===== src/rtl/cpu_dump_pkg.sv =====
// Shared types and constants for the end-of-run CPU state dumper.
package cpu_dump_pkg;

    typedef enum logic [1:0] {
        ST_RUN     = 2'd0,
        ST_LOAD    = 2'd1,
        ST_PRESENT = 2'd2,
        ST_DONE    = 2'd3
    } state_e;

    typedef enum logic [1:0] {
        KIND_PC  = 2'd0,
        KIND_REG = 2'd1,
        KIND_MEM = 2'd2
    } kind_e;

    localparam int IDX_W = 16;

    function automatic int addr_w(input int n);
        return (n > 1) ? $clog2(n) : 1;
    endfunction

endpackage


===== src/rtl/cpu_state_dumper_halt_detector.sv =====
// Flags a CPU halt once the PC has held the same value for HALT_STABLE consecutive edges.
module halt_detector
    import cpu_dump_pkg::*;
#(
    parameter int DATA_W      = 32,
    parameter int HALT_STABLE = 4
) (
    input  logic              clk,
    input  logic              rst,
    input  logic [DATA_W-1:0] pc_i,
    output logic              halt_o
);

    localparam int SW = (HALT_STABLE > 0) ? $clog2(HALT_STABLE + 1) : 1;
    localparam logic [SW-1:0] STABLE_MAX = SW'(HALT_STABLE);

    logic [DATA_W-1:0] pc_q;
    logic              pc_q_valid;
    logic [SW-1:0]     stable_q;
    logic [SW-1:0]     stable_nxt;

    // Saturating so the pulse fires once per stall, not again on counter wrap.
    always_comb begin
        stable_nxt = '0;
        if (pc_q_valid && (pc_i == pc_q)) begin
            stable_nxt = (stable_q == STABLE_MAX) ? stable_q : stable_q + SW'(1);
        end
    end

    assign halt_o = (HALT_STABLE != 0) && (stable_nxt == STABLE_MAX) && (stable_q != STABLE_MAX);

    always_ff @(posedge clk or negedge rst) begin
        if (!rst) begin
            pc_q       <= '0;
            pc_q_valid <= 1'b0;
            stable_q   <= '0;
        end else begin
            pc_q       <= pc_i;
            pc_q_valid <= 1'b1;
            stable_q   <= stable_nxt;
        end
    end

endmodule


===== src/rtl/cpu_state_dumper.sv =====
// End-of-run observer: triggers on cycle limit or PC halt, freezes the core and
// streams PC, register file and data memory over valid/ready with a running checksum.
module cpu_state_dumper
    import cpu_dump_pkg::*;
#(
    parameter int DATA_W      = 32,
    parameter int NUM_REGS    = 32,
    parameter int MEM_WORDS   = 32,
    parameter int MAX_CYCLES  = 31,
    parameter int HALT_STABLE = 4,
    parameter int CNT_W       = 16,
    localparam int REG_AW     = addr_w(NUM_REGS),
    localparam int MEM_AW     = addr_w(MEM_WORDS)
) (
    input  logic              clk,
    input  logic              rst,
    input  logic [DATA_W-1:0] pc_i,
    output logic              freeze_o,
    output logic [REG_AW-1:0] reg_raddr_o,
    input  logic [DATA_W-1:0] reg_rdata_i,
    output logic [MEM_AW-1:0] mem_raddr_o,
    input  logic [DATA_W-1:0] mem_rdata_i,
    output logic              dump_valid_o,
    input  logic              dump_ready_i,
    output logic [DATA_W-1:0] dump_data_o,
    output logic [1:0]        dump_kind_o,
    output logic [IDX_W-1:0]  dump_index_o,
    output logic              dump_last_o,
    output logic              done_o,
    output logic              halted_by_pc_o,
    output logic [CNT_W-1:0]  cycles_o,
    output logic [DATA_W-1:0] checksum_o
);

    localparam logic [IDX_W-1:0] REG_LAST = IDX_W'(NUM_REGS - 1);
    localparam logic [IDX_W-1:0] MEM_LAST = IDX_W'(MEM_WORDS - 1);
    localparam logic [31:0]      MAX_CYC  = 32'(MAX_CYCLES);

    state_e            state_q;
    state_e            state_nxt;
    kind_e             kind_q;
    kind_e             dump_kind_q;
    logic [IDX_W-1:0]  idx_q;
    logic [DATA_W-1:0] snap_q;
    logic [DATA_W-1:0] load_word;
    logic [CNT_W-1:0]  cycles_inc;
    logic              halt;
    logic              cyc_hit;
    logic              trigger;
    logic              last_item;

    halt_detector #(
        .DATA_W      (DATA_W),
        .HALT_STABLE (HALT_STABLE)
    ) u_halt (
        .clk    (clk),
        .rst    (rst),
        .pc_i   (pc_i),
        .halt_o (halt)
    );

    assign cycles_inc = (&cycles_o) ? cycles_o : cycles_o + CNT_W'(1);
    assign cyc_hit    = (MAX_CYCLES != 0) && (32'(cycles_inc) == MAX_CYC);
    assign trigger    = (state_q == ST_RUN) && (halt || cyc_hit);
    assign last_item  = (kind_q == KIND_MEM) && (idx_q == MEM_LAST);
    assign dump_kind_o = dump_kind_q;

    always_ff @(posedge clk or negedge rst) begin
        if (!rst) begin
            state_q <= ST_RUN;
        end else begin
            state_q <= state_nxt;
        end
    end

    always_comb begin
        state_nxt = state_q;
        case (state_q)
            ST_RUN:     if (trigger) state_nxt = ST_LOAD;
            ST_LOAD:    state_nxt = ST_PRESENT;
            ST_PRESENT: if (dump_ready_i) state_nxt = dump_last_o ? ST_DONE : ST_LOAD;
            ST_DONE:    state_nxt = ST_DONE;
            default:    state_nxt = ST_RUN;
        endcase
    end

    // Read addresses follow the current item so the combinational read settles during LOAD.
    always_comb begin
        freeze_o     = (state_q != ST_RUN);
        dump_valid_o = (state_q == ST_PRESENT);
        done_o       = (state_q == ST_DONE);
        reg_raddr_o  = '0;
        mem_raddr_o  = '0;
        if (kind_q == KIND_REG) reg_raddr_o = idx_q[REG_AW-1:0];
        if (kind_q == KIND_MEM) mem_raddr_o = idx_q[MEM_AW-1:0];
    end

    always_comb begin
        case (kind_q)
            KIND_REG: load_word = reg_rdata_i;
            KIND_MEM: load_word = mem_rdata_i;
            default:  load_word = snap_q;
        endcase
    end

    always_ff @(posedge clk or negedge rst) begin
        if (!rst) begin
            cycles_o       <= '0;
            snap_q         <= '0;
            halted_by_pc_o <= 1'b0;
            kind_q         <= KIND_PC;
            idx_q          <= '0;
            dump_data_o    <= '0;
            dump_kind_q    <= KIND_PC;
            dump_index_o   <= '0;
            dump_last_o    <= 1'b0;
            checksum_o     <= '0;
        end else begin
            case (state_q)
                ST_RUN: begin
                    cycles_o <= cycles_inc;
                    if (trigger) begin
                        snap_q         <= pc_i;
                        halted_by_pc_o <= halt;
                    end
                end
                ST_LOAD: begin
                    dump_data_o  <= load_word;
                    dump_kind_q  <= kind_q;
                    dump_index_o <= idx_q;
                    dump_last_o  <= last_item;
                end
                ST_PRESENT: begin
                    if (dump_ready_i) begin
                        checksum_o <= checksum_o + dump_data_o;
                        if (kind_q == KIND_PC) begin
                            kind_q <= KIND_REG;
                            idx_q  <= '0;
                        end else if ((kind_q == KIND_REG) && (idx_q == REG_LAST)) begin
                            kind_q <= KIND_MEM;
                            idx_q  <= '0;
                        end else begin
                            idx_q <= idx_q + IDX_W'(1);
                        end
                    end
                end
                default: ;
            endcase
        end
    end

endmodule


===== config.mk =====
export PLATFORM = sky130hd
export DESIGN_NAME = cpu_state_dumper
export DESIGN_NICKNAME = d
export VERILOG_FILES = /design/src/rtl/cpu_dump_pkg.sv /design/src/rtl/cpu_state_dumper_halt_detector.sv /design/src/rtl/cpu_state_dumper.sv
export SDC_FILE = /design/constraint.sdc
export NUM_CORES = 1
export LEC_CHECK = 0
export CAP_MARGIN = 20
export CORE_AREA = 2 2 216 196
export DETAILED_ROUTE_END_ITERATION = 10
export DIE_AREA = 0 0 218 198
export PLACE_DENSITY = 0.5
export SYNTH_ARGS = -nofsm -noshare
export SYNTH_HDL_FRONTEND = slang
export SYNTH_HIERARCHICAL = 1
export SYNTH_SLANG_ARGS = --single-unit

===== constraint.sdc =====
create_clock -name clk -period 3 [get_ports clk]
set_clock_uncertainty 0.05 [all_clocks]
set_input_delay 0.45 -clock clk [delete_from_list [all_inputs] [get_ports clk]]
set_output_delay 0.45 -clock clk [all_outputs]
set_load 0.03 [all_outputs]

# == Word level (Yosys, flattened, before mapping) ==
# Cells that the tools add are included.
# word_totals
reg_bits,188
in_bits,99
output_inout_bits,113
word_cells,60
# classes
n_addsub,4
eq_ne,13
mux,14
n_reduce_logical,15
# op_table
cell,n
$pmux 32 s2,1
$mux 16,3
$add 16x1->16 const B,2
$add 32x32->32,1
$eq 16x5->1 const B,2
$eq 32x32->1,1
$reduce_and 16->1,1
$mux 2,5
$mux 5,2
$pmux 2 s4,1
$eq 2x2->1 const B,3
$eq 3x3->1 const B,2
$mux 3,2
$reduce_and 2->1,3
$logic_and 1x1->1,5
$eq 2x1->1 const B,2
$logic_not 2->1,2
$reduce_bool 2->1,2
$add 3x1->3 const B,1
$ne 3x3->1 const B,1
$reduce_and 3->1,1
$ne 2x1->1 const B,1
$ne 2x2->1 const B,1
$logic_or 1x1->1,1

# == Depth between registers and ports, before layout ==
# depth
ltp_word,9
depth_mapped,10
mapped_depth_nobuf,10

# == Modules after synthesis ==
# The synthesis kept the hierarchy.
# by_module_without_submodules
module,n_inst,cells_each,area_each_um2,seq_area_each_um2
cpu_state_dumper,1,910,8638.3,3803.6
halt_detector,1,109,1476.4,900.9

# == Least setup slack after synthesis ==
# Ideal clock, no wire load.
# synth_timing
path_type,register to register
start,register dump_data_o[0]
end,register checksum_o[24]
arrival_time_ps,2793
setup_slack_ps,28
stages_incl_launch_ff,11
n_path_buf,0
period_less_slack_ps,2972
path_cell_list,dfrtp_1 ha_1 fa_1 a211oi_1 o21ai_0 a31oi_1 o311a_1 o21ai_1 a221oi_1 xor2_1 o21ai_1
# synth_between
elab_chain_cells,1
# synth_rtl
item,line_no,text
start: declaration,cpu_state_dumper.sv:25,"output logic [DATA_W-1:0] dump_data_o,"
start signal: assignment,cpu_state_dumper.sv:128,dump_data_o <= load_word;
$add 32x32->32,cpu_state_dumper.sv:135,checksum_o <= checksum_o + dump_data_o;
end signal: assignment,cpu_state_dumper.sv:135,
end: declaration,cpu_state_dumper.sv:32,output logic [DATA_W-1:0] checksum_o
# No other way between the ends.
# A chain may end at the register's enable or synchronous reset.

# == Final worst setup path ==
# Ends and elaborated chain as after synthesis.

==> out/qor.txt <==
Power Density -> 981 nW/um2
Crit path to -> checksum_o[24]
Sequential area share after synthesis -> 46.5%
DRT Wirelength -> 33.1 mm
Synthesized instance count -> 1,019
Number of antenna violations at the first check in global routing -> 1
Fmax -> 354 MHz
Maximum buffer depth of the clock tree -> 2
CP Max Fanout -> 5
Dominant synthesized flop cell -> dfrtp_1
Wirelength per Cell -> 18.0 um
Die area -> 43,200 um2
Asr flop ratio synth -> 100%
Post-CTS Setup Inserts -> 0
DR iter-0 viols -> 535
I/O Buffers -> 211
Leak pwr -> 6.29 nW
Top Ports -> 212
Die height -> 198 um
Multi-input logic area -> 5120 um2
Maximum vdd ir drop -> 379 uV
Crit path arrival time -> 3.11 ns
DP HPWL -> 25.9 mm
Headroom to the max-slew limit -> 58.0%
Most frequent cells in the layout -> clkdlybuf4s50_1, dfrtp_1, nand2_1, o21ai_0, buf_4
Worst hold path class -> reg2reg
Hold path depth -> 2
Total power -> 13.8 mW
Final setup fails -> 0
Via count -> 8,345
FF+latch count, synth -> 188
Fin Hold WS -> 0.441 ns
GRT overflow -> 0
Clock Latency Late Sink -> 0.45 ns
GRT Util Overall -> 15.5%
DRC Markers -> 0
Post-synth EDFFs -> 0
Largest stage delay, worst path -> 0.42 ns
R2r setup slk -> 0.17 ns
Syn_nets -> 1,157
CP endpoint kind -> flip-flop
Inserted Diodes -> 0
Fillers -> 4,286
Clock Sinks -> 188
Storage element area -> 4700 um2
RSZ-0062 raised after global routing -> false
Fin crit share -> 94.2%
CP dominant cell by count -> o21ai_1
Status -> complete, no violations
Reg2Reg Depth -> 10
Yosys warning count -> 6
Core area -> 41,200 um2
Rows -> 71
Crit path from -> dump_data_o[0]
Final hold vios -> 0
MaxCap Viol Count -> 0
Critical Path Source Type -> flip-flop
Avg Inst Size Synth -> 9.93 um2
Synth Cell Area -> 10,100 um2
CP required -> 3.29 ns
First-pass GRT wire length -> 50.2 mm
Slew @ Worst Pin -> 0.623 ns
H-tree Lvls -> 4
Worst path slowest cell -> fa_1
Commonest non-fill, non-tap cell in the layout -> clkdlybuf4s50_1
Setup Slack @ Placement -> 0.0382 ns
Share of cells above drive strength 1 -> 15.1%
Worst Path Class, Setup -> reg2reg
Critical path cell sequence -> ha_1 > fa_1 > a211oi_2 > o21ai_0 > a31oi_1 > o311a_1 > o21ai_1 > a221oi_2 > xor2_1 > o21ai_1
Post-route ant nets -> 0
RR Startpoint -> dump_data_o[0]
Largest net degree at the start of global routing -> 69
Clock transition at path regs -> 0.07 ns
Vias in the first global route -> 8,072
Area Growth Syn to Fin -> 39.0%
Pins over their slew limit -> 0
Nets -> 1,420
CTS root buffer -> clkbuf_16
Setup ws final -> 0.174 ns
Die width -> 218 um
CTS tree -> built
Reg-to-Reg End -> checksum_o[24]
TritonCTS Buffers -> 17
Final TNS setup -> 0 ns
Pre-antenna DRT Iters -> 5
Gpl congestion -> 0.894
Initial Util -> 24.5%
Fin crit period -> 2.83 ns
Routed vias/inst -> 4.53
Unique masters post-synth -> 69
[power breakdown]
part	total, mW	leakage, nW	internal (mW)	switching, mW
registers	4.03	2.33	3.26	0.766
logic	7.34	3.66	3.24	4.10
clock network	2.43	0.299	1.33	1.10
[through the flow]
| step | util (%) | cell area (um2) | std cells |
|---|---|---|---|
| after detailed placement | 32.5 | 13400 | 1809 |
| after CTS | 34.0 | 14000 | 1841 |
| after global routing | 34.1 | 14100 | 1841 |
| after floorplan | - | 10100 | 1019 |
| final | 34.1 | 14100 | 1841 |
| after global placement | 32.5 | 13400 | 1809 |
[critical path, delay by kind of cell (launching register included)]
kind            cells  cell delay (ns)
fa+ha+maj           2             0.65
xor+xnor            1             0.17
compound gates      7             1.45
flops               1             0.39
[layout make-up]
cell class                 instances  area share [%]
sequential                       188            33.5
clock buffer                      17            3.03
timing repair buffer             295            20.3
inverter                          20           0.534
tap                              547            4.87
multi-input combinational        760            36.4
clock inverter                    14            1.33
[logic make-up after synthesis]
family                   synth area share [%]
XOR/XNOR                                 5.89
multiplexers                             7.06
AO/OA/AOI/OAI                            15.7
adder cells (fa/ha/maj)                  4.90
buffers and inverters                    3.22
AND/OR/NAND/NOR                          16.7
flip-flops                               46.5
other                                  0.0371
[synth_stat cells (3+ instances only)]
| cell type | count | area share, % |
|---|---|---|
| mux2_4 | 30 | 4.5 |
| o21ai_0 | 121 | 6.0 |
| o21a_1 | 6 | 0.45 |
| nand3_1 | 23 | 1.1 |
| o31ai_1 | 6 | 0.45 |
| ha_1 | 38 | 4.7 |
| nor3_1 | 10 | 0.49 |
| nand4_2 | 3 | 0.37 |
| mux2i_1 | 5 | 0.49 |
| and2_1 | 15 | 0.93 |
| a221oi_1 | 3 | 0.26 |
| nor2_1 | 48 | 1.8 |
| or3_1 | 3 | 0.19 |
| nand2_1 | 156 | 5.8 |
| a21o_1 | 10 | 0.74 |
| nand2b_1 | 12 | 0.74 |
| and3_1 | 6 | 0.37 |
| mux2_2 | 19 | 2.1 |
| buf_1 | 7 | 0.26 |
| and4_1 | 4 | 0.35 |
| o21bai_1 | 4 | 0.30 |
| dfrtp_1 | 188 | 47 |
| a21boi_0 | 3 | 0.22 |
| a211oi_1 | 4 | 0.30 |
| nand4_1 | 17 | 1.1 |
| inv_1 | 18 | 0.67 |
| and3_2 | 3 | 0.22 |
| xor2_1 | 47 | 4.1 |
| buf_12 | 3 | 0.59 |
| a21oi_1 | 41 | 2.0 |
| nor2b_1 | 8 | 0.49 |
| a31oi_1 | 8 | 0.49 |
| nor4_1 | 12 | 0.74 |
| clkbuf_1 | 37 | 1.4 |
| a22oi_1 | 32 | 2.4 |
| xnor2_1 | 21 | 1.8 |
| o21ai_1 | 5 | 0.25 |
[flip-flops by register name, indices dropped and copies added, names as in the netlist]
register,flops
checksum_o,32
cycles_o,16
dump_data_o,32
dump_index_o,16
dump_kind_o,2
dump_last_o,1
halted_by_pc_o,1
idx_q,16
kind_q,2
snap_q,32
state_q,2
u_halt/pc_q,32
u_halt/pc_q_valid,1
u_halt/stable_q,3
[worst min-delay path by stage]
stage	startpoint	to	slack (ns)
global route	pc_i[7]	u_halt/pc_q[7]	0.45
finish	dump_kind_o[0]	dump_kind_o[0]	0.44
detailed placement	dump_kind_o[1]	dump_kind_o[1]	0.43
CTS	pc_i[7]	u_halt/pc_q[7]	0.44
global placement	dump_index_o[14]	dump_index_o[14]	0.42
floorplan	rst	checksum_o[0]	0.10
[metal layers]
layer  part of all wire (%)  global-route usage, %  vias up
met2                     43                   22.5      165
met3                    4.5                   3.59       17
met4                    1.2                   3.65        2
li1                       -                      -     4153
met5                  0.039                      0        -
met1                     51                   23.0     4008
[what timing repair did]
action,CTS,global route
hold endpoints to repair,62,0
setup endpoints to repair,0,8
hold buffers,1,0
resized for setup,0,6
(Power assumes the default switching activity.)
